<file path="config.mk">
export PLATFORM = sky130hd
export DESIGN_NAME = stoch_est_mat
export DESIGN_NICKNAME = d
export VERILOG_FILES = /design/src/rtl/stoch_est_mat.sv
export SDC_FILE = /design/constraint.sdc
export NUM_CORES = 1
export LEC_CHECK = 0
export BUFFER_PORTS_ARGS = -buffer_cell sky130_fd_sc_hd__buf_2
export CAP_MARGIN = 20
export CORE_ASPECT_RATIO = 1.2
export CORE_MARGIN = 2
export CORE_UTILIZATION = 58
export CTS_CLUSTER_DIAMETER = 120
export DETAILED_ROUTE_END_ITERATION = 7
export GPL_TIMING_DRIVEN = 0
export HOLD_SLACK_MARGIN = 0.12
export PLACE_DENSITY_LB_ADDON = 0.1
export SYNTH_ARGS = -nofsm -noshare
export SYNTH_HDL_FRONTEND = slang
export SYNTH_SLANG_ARGS = --single-unit
export TNS_END_PERCENT = 50
</file>
<file path="constraint.sdc">
create_clock -name CLK -period 4.2 [get_ports CLK]
set_clock_uncertainty 0.15 [all_clocks]
set_input_delay 0.84 -clock CLK [delete_from_list [all_inputs] [get_ports CLK]]
set_output_delay 0.84 -clock CLK [all_outputs]
set_load 0.02 [all_outputs]
</file>
<file path="src/rtl/stoch_est_mat.sv">
// Stochastic-to-binary estimator: counts ones per matrix element over 2^WINDOW_BITS accepted samples.
// Optional macro STOCH_EST_CONTINUOUS_EN keeps the block in RUN and starts back-to-back windows.
module stoch_est_mat #(
   parameter int NUM_ROWS    = 2,
   parameter int NUM_COLS    = 2,
   parameter int WINDOW_BITS = 8,
   parameter int COUNT_WIDTH = WINDOW_BITS + 1
) (
   input  logic                                         CLK,
   input  logic                                         RST,
   input  logic                                         START,
   input  logic                                         EN,
   input  logic [NUM_ROWS*NUM_COLS-1:0]                 A,
   output logic [NUM_ROWS*NUM_COLS*COUNT_WIDTH-1:0]     Y,
   output logic                                         VALID,
   output logic                                         BUSY
);

   localparam int NUM_ELEM = NUM_ROWS * NUM_COLS;
   localparam logic [WINDOW_BITS-1:0] CNT_ONE = WINDOW_BITS'(1);

   typedef enum logic {IDLE = 1'b0, RUN = 1'b1} state_t;

   state_t                  state_q;
   logic [WINDOW_BITS-1:0]  cnt_q;
   logic                    valid_q;
   logic                    busy_q;
   logic [COUNT_WIDTH-1:0]  acc_q [NUM_ELEM];
   logic [COUNT_WIDTH-1:0]  y_q   [NUM_ELEM];

   logic accept;
   logic win_end;
   logic clear;

   // START always wins over a sample on the same edge, so that edge is never counted.
   assign accept  = (state_q == RUN) && EN && !START;
   assign win_end = accept && (cnt_q == '1);
   assign clear   = START || win_end;

   always_ff @(posedge CLK) begin
      if (RST) begin
         state_q <= IDLE;
         cnt_q   <= '0;
         valid_q <= 1'b0;
         busy_q  <= 1'b0;
      end else begin
         valid_q <= 1'b0;
         case (state_q)
            IDLE: begin
               if (START) begin
                  state_q <= RUN;
                  busy_q  <= 1'b1;
                  cnt_q   <= '0;
               end
            end
            RUN: begin
               if (START) begin
                  cnt_q <= '0;
               end else if (accept) begin
                  cnt_q <= cnt_q + CNT_ONE;
                  if (win_end) begin
                     valid_q <= 1'b1;
`ifndef STOCH_EST_CONTINUOUS_EN
                     state_q <= IDLE;
                     busy_q  <= 1'b0;
`endif
                  end
               end
            end
            default: begin
               state_q <= IDLE;
               busy_q  <= 1'b0;
            end
         endcase
      end
   end

   generate
      for (genvar gi = 0; gi < NUM_ELEM; gi++) begin : g_elem
         logic [COUNT_WIDTH-1:0] sum_d;
         assign sum_d = acc_q[gi] + COUNT_WIDTH'(A[gi]);

         always_ff @(posedge CLK) begin
            if (RST) begin
               acc_q[gi] <= '0;
               y_q[gi]   <= '0;
            end else begin
               if (clear) begin
                  acc_q[gi] <= '0;
               end else if (accept) begin
                  acc_q[gi] <= sum_d;
               end
               // Final sample folds straight into the published count.
               if (win_end) begin
                  y_q[gi] <= sum_d;
               end
            end
         end

         assign Y[gi*COUNT_WIDTH +: COUNT_WIDTH] = y_q[gi];
      end
   endgenerate

   assign VALID = valid_q;
   assign BUSY  = busy_q;

endmodule
</file>
==> reports/results.ini, run 1 <==
[outcome]
status = completed

[cts]
clk_pin_slew_ps = 80
cts_setup_buffers = 0
root_buffer = clkbuf_8
cts_buffers = 9
cts-htree-levels = 3
cts_num_sinks = 83
cts_tree = yes
cts_buffer_depth = 2
cts_resized = 0
holdBufCountCts = 0
clock_latency_ps = 350

[power_and_ir_drop]
powerDensity_nw_per_um2 = 382
combPwrFrac = 0.073
clkPwrFrac = 0.335
swShare = 0.230
ir_worst_vdd_mv = 0.251
total_leakage_power_nw = 1.57
total_power_mw = 1.61
p_sw_mw = 0.371
p_seq_frac = 0.591
internal_power_mw = 1.24

[placed_design]
gp_congestion = 0.803
dp_hpwl_um = 4250
io_buffers = 45

[logic_synthesis]
synth_seq_cells = 83
netlist_area_um2 = 3680
synthCells = 294
synthArstFlopShare = 0
avgSynthCellArea_um2 = 12.5
ys_seq_area_frac = 0.647
ys_warn_count = 0
synth_largest_area_cell = edfxtp_1
yosys-top-cells-count = 72 x edfxtp_1, 64 x nor2_1, 19 x xor2_1, 18 x nand3_1, 17 x and2_1
synth_top_area_share = 0.587
synth_edf_count = 72
synthMostInstantiatedCell = edfxtp_1
ys.flop_type = edfxtp_1
synthDistinctLibCells = 37
synth_nets = 313
synth.area.top_cells = edfxtp_1 59%, nor2_1 6.5%, dfxtp_1 6.0%, xor2_1 4.5%, ha_1 3.7%

[sta]
holdWs_ps = 349
rsz0062_at_grt = false
final_max_slew_viol_count = 0
setup_violations = 0
period_minus_slack_ps = 2550
fin_crit_sh = 0.607
slew_headroom = 0.391
fmax_mhz = 392
final-hold-violation-count = 0
fin_setup_tns_ps = 0
tightest_slew_ps = 906

[global_routing]
track_usage = 0.197
grt_antenna_before_repair = 0
grt_pass1_wl_um = 10600
grt_max_degree = 38
grt_remaining_overflow = 0
grt_pass1_vias = 2244

[detailed_routing]
ant_nets = 0
route.detailed.drc = 0
vias = 2335
drtIter0Drc = 249
wire_per_inst_um = 14.4
vias_per_cell = 5.34
drt-pass1-iter-count = 5
wirelength_um = 6280

[min_path]
min_path_type = reg -> reg

[setup_path]
required_ps = 4020
critical_path_class = reg -> reg
crit_path_end_kind = flop
cp-start-kind = flop
cp_data_arrival_time_ps = 2370
worst-path-max-fanout = 37

[floorplan]
fp.coreArea_um2 = 6090
rows = 31
die_area_um2 = 7000
die_h_um = 91.3
initial_core_util = 0.604
io_pins = 46
die_w_um = 76.7

[final_layout]
drive_above_1_share = 0.200
antenna_cells = 0
area_growth_pct = 14.5
nets = 370

[run]
cap_violations = 0

[routing by layer]
metal / up-vias / wire, µm / part of all wire / track usage
li1: 1166 / - / - / -
met1: 1109 / 2780 / 0.44 / 0.244
met2: 47 / 3130 / 0.50 / 0.322
met3: 13 / 261 / 0.042 / 0.0596
met4: 0 / 104 / 0.017 / 0.0833
met5: - / 0 / 0 / 0
[kinds of logic (layout without fill, tap and decap cells)]
family          count (synthesis)  after routing  share of synthesized area
simple gates                  137            137                      0.186
fa+ha+maj                      11             11                     0.0374
mux                             1              1                    0.00272
compound gates                 21             21                     0.0388
buf+inv                        13             74                     0.0211
flops                          83             83                      0.647
xor+xnor                       28             28                     0.0666
[cells in the final DEF, fill, tap and decap left out, types with 5 or more instances in the layout]
cell      synthesis  routed
a21oi_1           8       8
and2_1           17      17
and3_1            5       5
buf_2             2      47
clkbuf_8          0       9
dfxtp_1          11      11
edfxtp_1         72      72
ha_1             11      11
inv_1             5       5
nand2_1           8       8
nand3_1          18      18
nand4_1           7       7
nor2_1           64      64
xnor2_1           9       9
xor2_1           19      19
[per-stage QoR]
step | worst slack [ps] | util | instances | cell area [µm²]
6_report | 1650 | 0.692 | 437 | 4220
3_3_place_gp | 1280 | 0.658 | 421 | 4010
4_1_cts | 1620 | 0.688 | 436 | 4190
5_1_grt | 1330 | 0.692 | 437 | 4220
2_1_floorplan | 1750 | - | 294 | 3680
3_5_place_dp | 1290 | 0.658 | 421 | 4010
[flip-flops by register name, summed over array words and instances, names as in the netlist]
register  flops
BUSY          1
VALID         1
acc_q        36
cnt_q         8
state_q       1
y_q          36
[final timing paths]
check / start / to / slack (ps) / cells after the start
max: cnt_q[0] / y_q[1][5] / 1650 / 4
min: cnt_q[7] / cnt_q[7] / 350 / 2
max reg2reg: cnt_q[0] / y_q[1][5] / 1650 / 4
min reg2reg: cnt_q[7] / cnt_q[7] / 350 / 2
[critical path, stage by stage, from the launching register on]
cell	delay (ps)
dfxtp_1	380
ha_1	210
nand3_1	160
nor4_2	490
or2_2	780
[area by class of cell]
| class | instances | area, µm² |
|---|---|---|
| clock buffer | 9 | 124 |
| multi-input combinational | 198 | 1220 |
| sequential | 83 | 2380 |
| clock inverter | 6 | 56.3 |
| fill | 460 | 1870 |
| tap | 82 | 103 |
| buffer | 8 | 58.8 |
| inverter | 5 | 18.8 |
| timing repair buffer | 46 | 253 |
[power by group through the flow]
stage	Clock [mW]	Combinational, mW	Sequential, mW
floorplan	0	0.0515	0.995
global placement	0	0.113	0.971
detailed placement	0	0.115	0.972
CTS	0.551	0.115	0.954
global route	0.580	0.129	0.958
finish	0.540	0.118	0.953
(Power assumes the default switching activity.)
==> run 2: changes to the inputs <==
--- a/config.mk
+++ b/config.mk
@@ -9,7 +9,7 @@
 export CAP_MARGIN = 20
 export CORE_ASPECT_RATIO = 1.2
 export CORE_MARGIN = 2
-export CORE_UTILIZATION = 58
+export CORE_UTILIZATION = 57
 export CTS_CLUSTER_DIAMETER = 120
 export DETAILED_ROUTE_END_ITERATION = 7
 export GPL_TIMING_DRIVEN = 0
==> constraint.sdc (replaced) <==
create_clock -name CLK -period 2.4 [get_ports CLK]
set_clock_uncertainty 0.15 [all_clocks]
set_input_delay 0.48 -clock CLK [delete_from_list [all_inputs] [get_ports CLK]]
set_output_delay 0.48 -clock CLK [all_outputs]
set_load 0.02 [all_outputs]
==> run 2 against run 1 <==
Against the previous run: maximum frequency is 20% higher; hold slack worse by 27 ps; combinational power is 75% higher; setup slack worse by 1400 ps; global-route usage is 0.86 points lower; die area is 1.7% higher; critical path depth is 3 higher; sequential share of layout area is 1.3 points lower; sequential power is 75% higher; critical endpoint is now acc_q[0][2].
==> reports/results.ini, run 2 (synthesized netlist as in run 1, its figures left out) <==
[power_and_ir_drop]
total_leakage_power_nw = 1.62
ir_worst_vdd_mv = 0.367
powerDensity_nw_per_um2 = 734
total_power_mw = 3.17

[cts]
cts_num_sinks = 83
cts_tree = yes
clk_pin_slew_ps = 80
cts_buffer_depth = 2
cts_buffers = 9
cts-htree-levels = 3
root_buffer = clkbuf_8
holdBufCountCts = 0
clock_latency_ps = 350

[setup_path]
worst-path-max-fanout = 10
cp-start-kind = flop
cp_data_arrival_time_ps = 2090
cp_slowest_cell = dfxtp_1
path_cells = ha_1 > nand3_1 > nor4_4 > or3_1 > buf_2 > buf_4 > nor2_1
crit_path_end_kind = flop
critical_path_class = reg -> reg
slowest_delay_ps = 390
required_ps = 2360

[detailed_routing]
vias = 2303
drtIter0Drc = 206
vias_per_cell = 5.22
drt-pass1-iter-count = 4
ant_nets = 0
route.detailed.drc = 0
wirelength_um = 6280
wire_per_inst_um = 14.2

[global_routing]
grt_antenna_before_repair = 0
grt_pass1_wl_um = 10200
grt_max_degree = 38
grt_remaining_overflow = 0
grt_pass1_vias = 2167
track_usage = 0.189

[final_layout]
utilization = 0.682
layout.cells.most_common = edfxtp_1
drive_above_1_share = 0.205
post-route-cell-area_um2 = 4320
nets = 370
final_cell_mix = 72 x edfxtp_1, 64 x nor2_1, 47 x buf_2
antenna_cells = 0
area_growth_pct = 17.2
fill_cells = 508
reg_top3 = acc_q (36), y_q (36), cnt_q (8)
stdcell_count = 441

[floorplan]
die_area_um2 = 7120
fp.coreArea_um2 = 6330
initial_core_util = 0.582
rows = 32
io_pins = 46
die_w_um = 77.4
die_h_um = 92.0

[sta]
fin_setup_tns_ps = 0
fmax_mhz = 469
period_minus_slack_ps = 2130
slew_headroom = 0.420
holdWs_ps = 322
tightest_slew_ps = 864
final_max_slew_viol_count = 0
final-hold-violation-count = 0
rsz0062_at_grt = false
setup_violations = 0
worst_slack_ps = 266
fin_crit_sh = 0.889

[placed_design]
dpl_cell_area_um2 = 4010
pre_cts_slack_ps = -196
placed_cells = 424
dp_hpwl_um = 4170
io_buffers = 45
gp_congestion = 0.850

[outcome]
status = completed

[run]
cap_violations = 0

[min_path]
min_path_type = in -> reg

-- run 2: metal layers --
metal / vias to the layer above / part of all wire / track usage
met3: 11 / 0.043 / 0.0404
met1: 1069 / 0.47 / 0.250
met4: 0 / 0.020 / 0.0997
li1: 1172 / - / -
met5: - / 0 / 0
met2: 51 / 0.47 / 0.293
-- run 2: final cells by class --
class	count	area, µm²	share of cell area
Timing Repair Buffer	46	253	0.0586
Sequential cell	83	2380	0.552
Buffer	8	58.8	0.0136
Clock inverter	7	140	0.0325
Tap cell	85	106	0.0246
Inverter	5	18.8	0.00435
Multi-Input combinational cell	198	1230	0.286
Clock buffer	9	124	0.0287
-- run 2: critical path, delay by kind of cell, from the launching register on --
kind	cells	cell delay, ps
adders and majority gates	1	210
and+or+nand+nor	4	710
buffers and inverters	2	430
DFF	1	390
-- run 2: worst paths after layout --
check	from	endpoint	slack [ps]	cells past startpoint
min	START	state_q	320	3
min reg2reg	cnt_q[0]	cnt_q[0]	360	2
max reg2reg	cnt_q[0]	acc_q[0][2]	270	7
max	cnt_q[0]	acc_q[0][2]	270	7
-- run 2: repair_timing --
| item | CTS | global route |
|---|---|---|
| pin swaps | 0 | 1 |
| setup buffers | 0 | 0 |
| endpoints found under the setup margin | 37 | 72 |
| resized for setup | 1 | 1 |
-- run 2: power by group --
group / switching, mW / internal, mW / leakage, nW
registers: 0.0383 / 1.63 / 0.838
logic: 0.133 / 0.0730 / 0.653
clock network: 0.501 / 0.794 / 0.127
==> run 3: changes to the inputs <==
==> constraint.sdc (replaced) <==
create_clock -name CLK -period 2.4 [get_ports CLK]
set_clock_uncertainty 0.15 [all_clocks]
set_input_delay 0.12 -clock CLK [delete_from_list [all_inputs] [get_ports CLK]]
set_output_delay 0.12 -clock CLK [all_outputs]
set_load 0.02 [all_outputs]
==> run 3 against run 2 <==
Against the previous run: first-iteration DRC count decreased by 6.8%; power increased by 0.12%; clock power about the same; critical path depth decreased by 3; setup slack got worse by 8.7 ps; non-clock buffer count increased by 6; maximum frequency decreased by 0.41%; clock-buffer cell count unchanged; global-route usage increased by 0.17 points; combinational power increased by 3%; wire length about the same.
==> reports/results.ini, run 3 (synthesized netlist as in run 1, its figures left out) <==
[placed_design]
placed_cells = 424
dp_hpwl_um = 4170
gp_congestion = 0.850
io_buffers = 45

[final_layout]
register_area_um2 = 2380
multi_input_area_um2 = 1230
reg_top3 = acc_q (36), y_q (36), cnt_q (8)
antenna_cells = 0
drive_above_1_share = 0.202
area_growth_pct = 18.9
nets = 376
fill_cells = 501
final_cell_mix = 72 x edfxtp_1, 64 x nor2_1, 47 x buf_2
utilization = 0.692
layout.cells.most_common = edfxtp_1
stdcell_count = 447

[detailed_routing]
route.detailed.drc = 0
wirelength_um = 6270
wl_met3_um = 324
top_layer = met4
wl_met1_um = 2860
ant_nets = 0
wire_per_inst_um = 14.0
drtIter0Drc = 192
drt-pass1-iter-count = 4
vias_per_cell = 5.21
vias = 2331
dr_wl_met2_um = 2940

[sta]
rsz0062_at_grt = false
setup_violations = 0
period_minus_slack_ps = 2140
slew_headroom = 0.435
tightest_slew_ps = 840
final_max_slew_viol_count = 0
fmax_mhz = 467
fin_crit_sh = 0.893
final-hold-violation-count = 0

[power_and_ir_drop]
swShare = 0.211
total_leakage_power_nw = 1.64
p_seq_frac = 0.526
p_sw_mw = 0.670
combPwrFrac = 0.067
clkPwrFrac = 0.407
powerDensity_nw_per_um2 = 725
internal_power_mw = 2.50
ir_worst_vdd_mv = 0.368

[min_path]
hold_path_depth = 4
min_path_type = in -> reg

[cts]
cts_buffers = 9
cts_buffer_depth = 2
clk_pin_slew_ps = 80
clock_latency_ps = 350
cts-htree-levels = 3
cts_num_sinks = 83
cts_tree = yes
root_buffer = clkbuf_8

[setup_path]
cp_data_arrival_time_ps = 1980
critical_path_class = reg -> reg
rr_worst_depth = 4
path_buf_inv = 0
worst-path-max-fanout = 37
crit_family = simple AND/OR/NAND/NOR gates
required_ps = 2240
path_cells = ha_1 > nand3_1 > nor4_4 > or2_4
slowest_delay_ps = 520
crit_path_end_kind = flop
cp-start-kind = flop
cp_num_cells = 4
cp_slowest_cell = or2_4

[floorplan]
die_area_um2 = 7120
die_w_um = 77.4
die_h_um = 92.0
initial_core_util = 0.582
rows = 32
io_pins = 46
fp.coreArea_um2 = 6330

[run]
cap_violations = 0

[global_routing]
grt_remaining_overflow = 0
grt_pass1_vias = 2198
grt_max_degree = 38
grt_antenna_before_repair = 0
grt_pass1_wl_um = 10300
track_usage = 0.190

[outcome]
status = completed

## run 3: area by class of cell
cell class                 count  area share
clock buffer                   9      0.0283
timing repair buffer          52      0.0715
multi-input combinational    198       0.282
clock inverter                 7      0.0320
inverter                       5     0.00429
sequential                    83       0.544
buffer                         8      0.0134
tap                           85      0.0243
## run 3: per-layer routing
metal	up-vias	global-route usage
met5	-	0
met4	0	0.0997
met3	12	0.0384
met2	60	0.299
met1	1073	0.251
li1	1186	-
## run 3: worst register-to-register path, stage by stage (launching register included)
cell and delay [ps]:
dfxtp_1 400, ha_1 210, nand3_1 200, nor4_4 300, or2_4 520
## run 3: metrics by stage
stage | TNS [ps] | instance area [µm²] | hold slack (ps) | setup WS, ps | total power, mW
6_report | 0 | 4380 | 204 | 258 | 3.17
5_1_grt | 0 | 4380 | 232 | 43.0 | 3.26
4_1_cts | 0 | 4340 | 185 | 24.1 | 3.19
3_5_place_dp | -7060 | 4010 | 328 | -196 | 1.90
3_3_place_gp | -6580 | 4010 | 321 | -183 | 1.90
2_1_floorplan | 0 | 3680 | 156 | 212 | 1.83
## run 3: final timing paths
kind / slack, ps / to / from
worst min register to register: 360 / cnt_q[7] / cnt_q[7]
worst max-delay path: 260 / y_q[1][4] / cnt_q[0]
worst max register to register: 260 / y_q[1][4] / cnt_q[0]
worst min-delay path: 200 / cnt_q[4] / EN
## run 3: what timing repair did
item,4_1_cts,5_1_grt
setup endpoints to repair,37,72
setup buffers,0,0
endpoints found under the hold margin,13,0
hold buffers,6,0
resized for setup,1,1
pin swaps,0,1
## run 3: power groups by stage
stage	clock network (mW)	registers, mW	logic, mW
after CTS	1.31	1.67	0.209
after detailed placement	0	1.70	0.199
after floorplan	0	1.74	0.0900
after global routing	1.35	1.68	0.234
after global placement	0	1.70	0.198
final	1.29	1.67	0.213
